**config.mk**
```make
export PLATFORM = sky130hd
export DESIGN_NAME = vga_scan_timing_gen_flat
export DESIGN_NICKNAME = d
export VERILOG_FILES = /design/src/rtl/vga_scan_timing_gen_if.sv /design/src/rtl/vga_scan_timing_gen.sv /design/src/flat_wrapper.sv
export SDC_FILE = /design/constraint.sdc
export NUM_CORES = 1
export LEC_CHECK = 0
export ABC_AREA = 1
export CORE_MARGIN = 1
export CORE_UTILIZATION = 42
export DETAILED_ROUTE_END_ITERATION = 6
export PLACE_DENSITY = 0.7
export SKIP_CTS_REPAIR_TIMING = 1
export SYNTH_ARGS = -nofsm -noshare
export SYNTH_HDL_FRONTEND = slang
export SYNTH_SLANG_ARGS = --single-unit
```
**constraint.sdc**
```tcl
create_clock -name clk -period 1.35 [get_ports clk]
set_input_delay 0.27 -clock clk [delete_from_list [all_inputs] [get_ports clk]]
set_output_delay 0.27 -clock clk [all_outputs]
set_load 0.005 [all_outputs]
```
**src/rtl/vga_scan_timing_gen_if.sv**
```systemverilog
// Scan-timing bundle carried from the raster generator to the pixel-mux and
// VGA output logic. The generator drives it through the master modport.
interface vga_scan_timing_gen_if;
    logic       pclk_en;
    logic [9:0] h_cnt;
    logic [9:0] v_cnt;
    logic       hsync;
    logic       vsync;
    logic       valid;
    logic       tile_active;
    logic       frame_start;

    modport master (
        output pclk_en, h_cnt, v_cnt, hsync, vsync, valid, tile_active, frame_start
    );

    modport slave (
        input  pclk_en, h_cnt, v_cnt, hsync, vsync, valid, tile_active, frame_start
    );
endinterface

```
**src/rtl/vga_scan_timing_gen.sv**
```systemverilog
// 640x480@60 raster scan generator: pixel-rate enable, scan counters, active-low
// syncs, visible-area flag and a square tile window flag. All decodes come from
// the registered counters only, so they stay aligned with h_cnt/v_cnt.
module vga_scan_timing_gen #(
    parameter int DIV       = 4,
    parameter int H_VIS     = 640,
    parameter int H_FP      = 16,
    parameter int H_SYNC    = 96,
    parameter int H_BP      = 48,
    parameter int V_VIS     = 480,
    parameter int V_FP      = 10,
    parameter int V_SYNC    = 2,
    parameter int V_BP      = 33,
    parameter int TILE_X0   = 224,
    parameter int TILE_Y0   = 208,
    parameter int TILE_SIZE = 64
) (
    input  logic                  clk,
    input  logic                  rst,
    vga_scan_timing_gen_if.master vga
);
    localparam int H_TOTAL = H_VIS + H_FP + H_SYNC + H_BP;
    localparam int V_TOTAL = V_VIS + V_FP + V_SYNC + V_BP;
    localparam int DIV_W   = (DIV > 1) ? $clog2(DIV) : 1;

    localparam logic [DIV_W-1:0] DIV_LAST = DIV_W'(DIV - 1);
    localparam logic [9:0]       H_LAST   = 10'(H_TOTAL - 1);
    localparam logic [9:0]       V_LAST   = 10'(V_TOTAL - 1);

    // Decode thresholds kept at 11 bits so parameter sums cannot wrap.
    localparam logic [10:0] H_VIS_E  = 11'(H_VIS);
    localparam logic [10:0] V_VIS_E  = 11'(V_VIS);
    localparam logic [10:0] HS_BEG   = 11'(H_VIS + H_FP);
    localparam logic [10:0] HS_END   = 11'(H_VIS + H_FP + H_SYNC);
    localparam logic [10:0] VS_BEG   = 11'(V_VIS + V_FP);
    localparam logic [10:0] VS_END   = 11'(V_VIS + V_FP + V_SYNC);
    localparam logic [10:0] TILE_XB  = 11'(TILE_X0);
    localparam logic [10:0] TILE_XE  = 11'(TILE_X0 + TILE_SIZE);
    localparam logic [10:0] TILE_YB  = 11'(TILE_Y0);
    localparam logic [10:0] TILE_YE  = 11'(TILE_Y0 + TILE_SIZE);

    logic [DIV_W-1:0] div_cnt_q, div_cnt_d;
    logic             pclk_en_q, pclk_en_d;
    logic [9:0]       h_cnt_q, h_cnt_d;
    logic [9:0]       v_cnt_q, v_cnt_d;
    logic             h_wrap, v_wrap;
    logic [10:0]      h_ext, v_ext;
    logic             valid_w, hsync_w, vsync_w, tile_w, frame_start_w;

    // Next-state: clock divider, pixel enable, and the scan counters.
    // pclk_en is registered from the next divider value, so it is high
    // exactly while div_cnt_q sits at DIV-1.
    always_comb begin
        div_cnt_d = (div_cnt_q == DIV_LAST) ? '0 : div_cnt_q + DIV_W'(1);
        pclk_en_d = (div_cnt_d == DIV_LAST);
        h_wrap    = (h_cnt_q == H_LAST);
        v_wrap    = (v_cnt_q == V_LAST);
        h_cnt_d   = h_cnt_q;
        v_cnt_d   = v_cnt_q;
        if (pclk_en_q) begin
            if (h_wrap) begin
                h_cnt_d = '0;
                v_cnt_d = v_wrap ? '0 : v_cnt_q + 10'd1;
            end else begin
                h_cnt_d = h_cnt_q + 10'd1;
            end
        end
    end

    // State registers; reset returns the scan to (0,0) with the divider at 0.
    always_ff @(posedge clk) begin
        if (rst) begin
            div_cnt_q <= '0;
            pclk_en_q <= 1'b0;
            h_cnt_q   <= '0;
            v_cnt_q   <= '0;
        end else begin
            div_cnt_q <= div_cnt_d;
            pclk_en_q <= pclk_en_d;
            h_cnt_q   <= h_cnt_d;
            v_cnt_q   <= v_cnt_d;
        end
    end

    // Zero-latency decodes from the registered counts.
    always_comb begin
        h_ext         = {1'b0, h_cnt_q};
        v_ext         = {1'b0, v_cnt_q};
        valid_w       = (h_ext < H_VIS_E) && (v_ext < V_VIS_E);
        hsync_w       = !((h_ext >= HS_BEG) && (h_ext < HS_END));
        vsync_w       = !((v_ext >= VS_BEG) && (v_ext < VS_END));
        tile_w        = valid_w &&
                        (h_ext >= TILE_XB) && (h_ext < TILE_XE) &&
                        (v_ext >= TILE_YB) && (v_ext < TILE_YE);
        frame_start_w = pclk_en_q && h_wrap && v_wrap;
    end

    assign vga.pclk_en     = pclk_en_q;
    assign vga.h_cnt       = h_cnt_q;
    assign vga.v_cnt       = v_cnt_q;
    assign vga.hsync       = hsync_w;
    assign vga.vsync       = vsync_w;
    assign vga.valid       = valid_w;
    assign vga.tile_active = tile_w;
    assign vga.frame_start = frame_start_w;
endmodule

```
**src/flat_wrapper.sv**
```systemverilog
// flat-port wrapper written by rule: the top's interface ports become plain ports
module vga_scan_timing_gen_flat 
#(
    parameter int DIV       = 4,
    parameter int H_VIS     = 640,
    parameter int H_FP      = 16,
    parameter int H_SYNC    = 96,
    parameter int H_BP      = 48,
    parameter int V_VIS     = 480,
    parameter int V_FP      = 10,
    parameter int V_SYNC    = 2,
    parameter int V_BP      = 33,
    parameter int TILE_X0   = 224,
    parameter int TILE_Y0   = 208,
    parameter int TILE_SIZE = 64
)
  (clk, rst, vga_pclk_en, vga_h_cnt, vga_v_cnt, vga_hsync, vga_vsync, vga_valid, vga_tile_active, vga_frame_start);
  vga_scan_timing_gen_if vga_i ();
  input  logic clk;
  input  logic rst;
  output wire logic [$bits(vga_i.pclk_en)-1:0] vga_pclk_en;
  output wire logic [$bits(vga_i.h_cnt)-1:0] vga_h_cnt;
  output wire logic [$bits(vga_i.v_cnt)-1:0] vga_v_cnt;
  output wire logic [$bits(vga_i.hsync)-1:0] vga_hsync;
  output wire logic [$bits(vga_i.vsync)-1:0] vga_vsync;
  output wire logic [$bits(vga_i.valid)-1:0] vga_valid;
  output wire logic [$bits(vga_i.tile_active)-1:0] vga_tile_active;
  output wire logic [$bits(vga_i.frame_start)-1:0] vga_frame_start;
  assign vga_pclk_en = vga_i.pclk_en;
  assign vga_h_cnt = vga_i.h_cnt;
  assign vga_v_cnt = vga_i.v_cnt;
  assign vga_hsync = vga_i.hsync;
  assign vga_vsync = vga_i.vsync;
  assign vga_valid = vga_i.valid;
  assign vga_tile_active = vga_i.tile_active;
  assign vga_frame_start = vga_i.frame_start;
  vga_scan_timing_gen #(.DIV(DIV), .H_VIS(H_VIS), .H_FP(H_FP), .H_SYNC(H_SYNC), .H_BP(H_BP), .V_VIS(V_VIS), .V_FP(V_FP), .V_SYNC(V_SYNC), .V_BP(V_BP), .TILE_X0(TILE_X0), .TILE_Y0(TILE_Y0), .TILE_SIZE(TILE_SIZE)) u_core (.clk(clk), .rst(rst), .vga(vga_i));
endmodule
```
* Yosys cells after proc, flatten, opt, wreduce, memory -nomap -nowiden *
Index checks and enable logic that the tools add are counted.

cells by class
  order comparisons = 10
  reduce and logical (&&, ||, !) cells = 12
  eq/ne operators = 4
  $add $sub $neg = 3
  mux-type cells = 3

operator list
  operator                 count
  $lt A10 B9 Y1 const B    4
  $add A10 B1 Y10 const B  2
  $eq A10 B10 Y1 const B   2
  $ge A10 B8 Y1 const B    2
  $lt A10 B10 Y1 const B   2
  $mux W10                 2
  $ge A10 B10 Y1 const B   1
  $ge A10 B9 Y1 const B    1
  $logic_and A1 B1 Y1      9
  $eq A2 B2 Y1 const B     2
  $add A2 B1 Y2 const B    1
  $logic_not A1 Y1         2
  $mux W2                  1
  $reduce_and A2 Y1        1

storage, ports and cells
  bits in registers = 23
  word-level logic and storage cells = 36
  bits of input ports = 2

* Logic depth before layout (Yosys ltp) *
Gate-level depths: netlist (run 1).

  depth after elaboration = 6
  gate-level depth with buffers = 9
  gate-level depth less buffers = 9

* Worst setup path after synthesis (run 1) *
OpenSTA, ideal clock, no wires.

  path kind = register to output
  from = reg u_core.h_cnt_q[0] (netlist: u_core.vga.h_cnt[0])
  to = out vga_frame_start
  required time = 1.080 ns
  slack = 0.005 ns
  stages on the path, launching flop included = 6
  arrival time = 1.075 ns
  cells stage by stage = dfxtp_1 ha_1 nand2_2 nor2_4 nand3_2 nor2_1

between the ends
  cells in the longest elaborated chain, start to end = 3

RTL lines
  what                              RTL line                   RTL
  start: declaration                vga_scan_timing_gen.sv:44  logic [9:0] h_cnt_q, h_cnt_d;
  start signal: assignment          vga_scan_timing_gen.sv:80  h_cnt_q <= h_cnt_d;
  $eq A10 B10 Y1                    vga_scan_timing_gen.sv:56  h_wrap = (h_cnt_q == H_LAST);
  $logic_and A1 B1 Y1 (2 in a row)  vga_scan_timing_gen.sv:95  frame_start_w = pclk_en_q && h_wrap && v_wrap;
  end: declaration                  flat_wrapper.sv:28         output wire logic [$bits(vga_i.frame_start)-1:0] vga_frame_start;

No other way between the ends.

* Worst setup path in the final report (run 1) *
  from = reg u_core.v_cnt_q[1] (netlist: u_core.vga.v_cnt[1])
  to = out vga_frame_start

between the ends
  cells in the longest elaborated chain, start to end = 2

RTL lines
  what                      RTL line                   RTL
  start: declaration        vga_scan_timing_gen.sv:45  logic [9:0] v_cnt_q, v_cnt_d;
  start signal: assignment  vga_scan_timing_gen.sv:81  v_cnt_q <= v_cnt_d;
  $eq A10 B10 Y1            vga_scan_timing_gen.sv:57  v_wrap = (v_cnt_q == V_LAST);
  $logic_and A1 B1 Y1       vga_scan_timing_gen.sv:95

No other way between the ends.

==> results of run 1 <==
worst max-delay path, stage by stage, from the launching register on:
cell and delay (ns):
dfxtp_2 0.35, inv_2 0.07, ha_4 0.14, nand3_2 0.08, nor2_2 0.11, nand2_1 0.10
nor2_2 0.15, buf_2 0.14
per-layer routing:
layer | vias to the layer above | routed length (microns)
li1 | 850 | -
met1 | 802 | 1950
met2 | 42 | 2310
met3 | 7 | 182
met4 | 0 | 53
met5 | - | 0
registers in the layout, summed over array words and instances, names as in the netlist:
register and flops:
u_core.div_cnt_q 2, u_core.vga.h_cnt 10, u_core.vga.pclk_en 1, u_core.vga.v_cnt 10
cell usage after synthesis:
master | number | area share
buf_6 | 1 | 0.0082
o211ai_1 | 3 | 0.016
a21oi_1 | 7 | 0.026
ha_1 | 6 | 0.055
nor3_2 | 2 | 0.015
nor3b_1 | 1 | 0.0055
nor2_1 | 33 | 0.090
o21ai_0 | 4 | 0.015
nand3_2 | 2 | 0.015
o21ai_1 | 1 | 0.0036
nand2_2 | 2 | 0.0091
xor2_1 | 3 | 0.019
nand4_1 | 8 | 0.036
nand3_1 | 15 | 0.055
nor2_4 | 2 | 0.016
nand3b_1 | 1 | 0.0055
clkbuf_1 | 1 | 0.0027
nor3_1 | 9 | 0.033
nor2_2 | 2 | 0.0091
dfxtp_1 | 23 | 0.34
nand2_1 | 50 | 0.14
inv_1 | 34 | 0.093
cells by family after synthesis:
family          Yosys count  share of synthesized area
simple gates            127                      0.426
flops                    23                      0.336
fa+ha+maj                 6                     0.0547
compound gates           15                     0.0602
xor+xnor                  3                     0.0192
buf+inv                  36                      0.104
per-stage QoR:
stage / util / hold WS [ns]
3_3_place_gp: 0.668 / 0.441
5_1_grt: 0.791 / 0.507
4_1_cts: 0.677 / 0.469
3_5_place_dp: 0.668 / 0.450
2_1_floorplan: - / 0.349
6_report: 0.791 / 0.464
worst max-delay path by stage:
stage	endpoint	from	slack, ns
after floorplan	vga_frame_start	u_core.vga.h_cnt[0]	0.005
after global placement	vga_frame_start	u_core.vga.h_cnt[6]	-0.36
after detailed placement	vga_frame_start	u_core.vga.h_cnt[0]	-0.38
after CTS	vga_frame_start	u_core.vga.v_cnt[0]	-0.77
after global routing	vga_frame_start	u_core.vga.h_cnt[5]	-0.43
final	vga_frame_start	u_core.vga.v_cnt[1]	-0.38
final cells by class:
| class | instances | area, sq um |
|---|---|---|
| multi-input combinational | 151 | 946 |
| timing repair buffer | 87 | 779 |
| fill | 208 | 642 |
| sequential | 23 | 497 |
| inverter | 34 | 133 |
| tap | 44 | 55.1 |
| clock buffer | 4 | 26.3 |
report_power, final:
part           leakage (nW)  internal [mW]  switching [mW]
Sequential            0.198          0.686          0.0124
Clock                0.0150          0.116           0.222
Combinational          1.16         0.0451          0.0460
Total                  1.37          0.847           0.281
==> results_dict.tcl, run 1 <==
set metrics [dict create \
    core.rowCount 20 \
    grt_overflow 0 \
    fmaxAchievable_mhz 578 \
    fin_crit_sh 1.28 \
    cts_root_buffer "clkbuf_4" \
    hold_end "u_core.div_cnt_q[0]" \
    initial_core_util 0.446 \
    die_w_microns 59.1 \
    htreeDepth 1 \
    critPathCaptureType "output port" \
    dpl.cell_count 329 \
    status "complete, but fails checks" \
    drc 0 \
    drive_gt1_frac 0.485 \
    grtUsageMet1 0.320 \
    r2r-start "u_core.vga.h_cnt[1]" \
    arrival_ns 1.46 \
    fin_tns_setup_ns -2.58 \
    grt_pass1_vias 1388 \
    globalplace.congestion 0.879 \
    crit_fanout 2 \
    place_hpwl_mm 2.83 \
    insertion_delay_ns 0.32 \
    rsz0062_at_grt "true" \
    r2r_setup_slack_ns -0.15 \
    clk_path_buf_depth 2 \
    grt_pass1_wl_mm 6.11 \
    die_area_sq_um 3500 \
    clock_skew_ns 0.00640 \
    grt_start_max_net_pins 13 \
    violations "setup timing" \
    pwr_density_cell_nw_per_um2 463 \
    finalHoldViolations 0 \
    peakVddDrop_mv 0.443 \
    final_common_cell "buf_4" \
    cts_buffers 3 \
    synth.distinct_cells 22 \
    gr-usage-met2 0.373 \
    cp-start-kind "flip-flop" \
    yosysSeqAreaShare 0.336 \
    p_leak_nw 1.37 \
    nNetsFinal 308 \
    cts_sinks 23 \
    ios 28 \
    max_cap_violations 0 \
    top_usage_layer "met2" \
    coreArea_sq_um 3080 \
    dr_total_vias 1701 \
    routed_via_density 4.96 \
    crit_type "flip-flop to output port" \
    final_cell_mix "49 x buf_4, 41 x nand2_1, 26 x inv_1" \
    grt_use_met3 0.0197 \
    p_total_mw 1.13 \
    setup-violations-final 23 \
    hp-start "u_core.div_cnt_q[0]" \
    die_h_microns 59.1 \
    final-max-slew-violation-count 0 \
    yosys_warnings 0 \
    syn_area_sq_um 1370 \
    area_growth_pct 77.6 \
    dr.first_iter.drc_count 139 \
    clk_pin_slew_worst_paths_ns 0.14 \
    worst_pin_slew_ns 0.247 \
    place_ws_ns -0.383 \
    finalWorstSetupSlack_ns -0.381 \
    fin_crit_ns 1.73 \
    postPlaceCellArea_sq_um 2060 \
    port_buffers 27 \
    syn-instance-count 210 \
    slew_headroom 0.835 \
    wirelength_mm 4.50 \
    min_path_cells 1 \
    wl_per_cell_microns 13.1 \
    fin_area_sq_um 2440 \
    cts_tree "built" \
    grt_usage 0.230 \
    dr.pass1.iters 4 \
    fin_cells 343 \
    reg2reg_depth 10 \
    timing.critical_path.required_ns 1.08 \
    synth_seq_cells 23 \
    ant_nets 0 \
    syn_avg_cell_area_sq_um 6.53 \
    hp-class "flip-flop to flip-flop" \
    antenna_found_initial 0 \
    antenna_cells 0 \
    synth_nets 218 \
    r2r_end "u_core.vga.v_cnt[9]" \
]
Note: power is estimated with default switching activity, not from simulation.
==> run 2, diff against run 1 <==
--- a/config.mk
+++ b/config.mk
@@ -6,6 +6,7 @@
 export NUM_CORES = 1
 export LEC_CHECK = 0
 export ABC_AREA = 1
+export CORE_ASPECT_RATIO = 0.7
 export CORE_MARGIN = 1
 export CORE_UTILIZATION = 42
 export DETAILED_ROUTE_END_ITERATION = 6
==> run 2 against run 1 <==
Effect of this change: the run still ends with setup timing left; setup slack improved by 0.053 ns; global-route usage increased by 0.60 points; total power grew 9.8%; clock power is 33% higher; final cell count is 1.5% lower; clock skew shrank 0.0036 ns; non-clock buffer count increased by 3; largest cell class unchanged; highest routed layer unchanged.
==> results_dict.tcl, run 2 (synthesized netlist as in run 1, its figures left out) <==
set metrics [dict create \
    status "complete, but fails checks" \
    violations "setup timing" \
    antenna_found_initial 0 \
    wl_per_cell_microns 17.1 \
    min_path_cells 1 \
    htreeDepth 1 \
    fin_crit_sh 1.24 \
    insertion_delay_ns 0.27 \
    r2r-start "u_core.vga.h_cnt[1]" \
    dpl.cell_count 321 \
    crit_type "flip-flop to output port" \
    dr.pass1.iters 6 \
    routed_via_density 5.57 \
    timing.critical_path.required_ns 1.08 \
    die_w_microns 70.3 \
    grt_usage 0.236 \
    p_leak_nw 1.48 \
    port_buffers 27 \
    setup-violations-final 24 \
    die_h_microns 49.8 \
    globalplace.congestion 0.825 \
    arrival_ns 1.41 \
    grt_pass1_vias 1481 \
    cts_tree "built" \
    fin_crit_ns 1.68 \
    hp-class "flip-flop to flip-flop" \
    r2r_setup_slack_ns -0.29 \
    slew_headroom 0.798 \
    fin_cells 338 \
    dr_total_vias 1883 \
    crit_path_top_delay_cell "dfxtp_4" \
    coreArea_sq_um 2940 \
    nNetsFinal 311 \
    cts_sinks 23 \
    clk_path_buf_depth 2 \
    ios 28 \
    hold_end "u_core.div_cnt_q[0]" \
    area_growth_pct 86.3 \
    finalWorstSetupSlack_ns -0.328 \
    fin_tns_setup_ns -3.71 \
    cts_buffers 3 \
    final_cell_mix "47 x buf_4, 34 x nand2_1, 27 x inv_1" \
    crit_path_max_incr_delay_ns 0.38 \
    r2r_end "u_core.vga.v_cnt[0]" \
    p_total_mw 1.24 \
    critPathCaptureType "output port" \
    antenna_cells 0 \
    pwr_density_cell_nw_per_um2 484 \
    ant_nets 0 \
    clock_skew_ns 0.00276 \
    drive_gt1_frac 0.503 \
    final_common_cell "buf_4" \
    worst_pin_slew_ns 0.300 \
    cp-start-kind "flip-flop" \
    final-max-slew-violation-count 0 \
    wirelength_mm 5.79 \
    die_area_sq_um 3500 \
    grt_start_max_net_pins 14 \
    grt_pass1_wl_mm 6.46 \
    rsz0062_at_grt "true" \
    dr.first_iter.drc_count 127 \
    initial_core_util 0.466 \
    reg2reg_depth 10 \
    hold_ws_ns 0.467 \
    drc 0 \
    grt_overflow 0 \
    place_hpwl_mm 3.03 \
    fmaxAchievable_mhz 596 \
    place_ws_ns -0.398 \
    worstPathCellList "inv_2, nand2_2, nor2_2, buf_4, nand3_4, nor2_4, clkbuf_2" \
    finalHoldViolations 0 \
    core.rowCount 16 \
    cts_root_buffer "clkbuf_8" \
    clk_pin_slew_worst_paths_ns 0.09 \
    max_cap_violations 0 \
    peakVddDrop_mv 0.569 \
    crit_fanout 4 \
    hp-start "u_core.div_cnt_q[0]" \
]
==> run 2: cell count changes in the layout (fill, tap and decap cells not counted), sizes merged <==
cell,change
clkinv,+1
dlymetal6s2s,+2
clkdlybuf4s50,-1
buf,+2
clkbuf,-1
==> run 2: critical path: cells and delay by family, from the launching register on <==
kind / cells / cell delay (ns)
and+or+nand+nor: 4 / 0.44
DFF: 1 / 0.38
buffers and inverters: 3 / 0.31
==> run 2: stage by stage <==
step	cell area (sq um)	utilization
2_1_floorplan	1370	-
3_3_place_gp	2050	0.696
3_5_place_dp	2050	0.696
4_1_cts	2090	0.711
5_1_grt	2550	0.868
6_report	2550	0.868
==> run 2: worst max path at each step <==
stage                                 end                start  slack (ns)
after CTS                 vga_tile_active  u_core.vga.h_cnt[5]       -0.71
final                     vga_frame_start  u_core.vga.h_cnt[5]       -0.33
after global routing      vga_frame_start  u_core.vga.h_cnt[0]       -0.37
after global placement    vga_tile_active  u_core.vga.h_cnt[5]       -0.37
after detailed placement  vga_tile_active  u_core.vga.h_cnt[5]       -0.40
after floorplan           vga_frame_start  u_core.vga.h_cnt[0]       0.005
==> run 2: cell type report <==
cell class,instances,area [sq um]
multi-input cells,151,1000
repair buffers,90,831
flip-flops and latches,23,503
fillers,155,388
inverters,34,130
well taps,36,45.0
clock buffers,3,41.3
clock inverters,1,5.00
==> run 2: power by group <==
| part | internal [mW] | leakage, nW | total (mW) | switching (mW) |
|---|---|---|---|---|
| clock | 0.207 | 0.0255 | 0.448 | 0.242 |
| combinational | 0.0465 | 1.26 | 0.0971 | 0.0507 |
| sequential | 0.680 | 0.198 | 0.692 | 0.0124 |
| total | 0.933 | 1.48 | 1.24 | 0.305 |
==> run 2: routing by layer <==
layer  up-vias  global-route usage  part of all wire
met2       114               0.375              0.47
met4         0              0.0533             0.061
li1        851                   -                 -
met3        41              0.0491             0.089
met5         -                   0                 0
met1       877               0.327              0.38
==> run 3, diff against run 2 <==
--- a/config.mk
+++ b/config.mk
@@ -6,6 +6,7 @@
 export NUM_CORES = 1
 export LEC_CHECK = 0
 export ABC_AREA = 1
+export CAP_MARGIN = 25
 export CORE_ASPECT_RATIO = 0.7
 export CORE_MARGIN = 1
 export CORE_UTILIZATION = 42
==> results of run 3 <==
No change in the layout: final DEF, timing and power equal those of run 2.
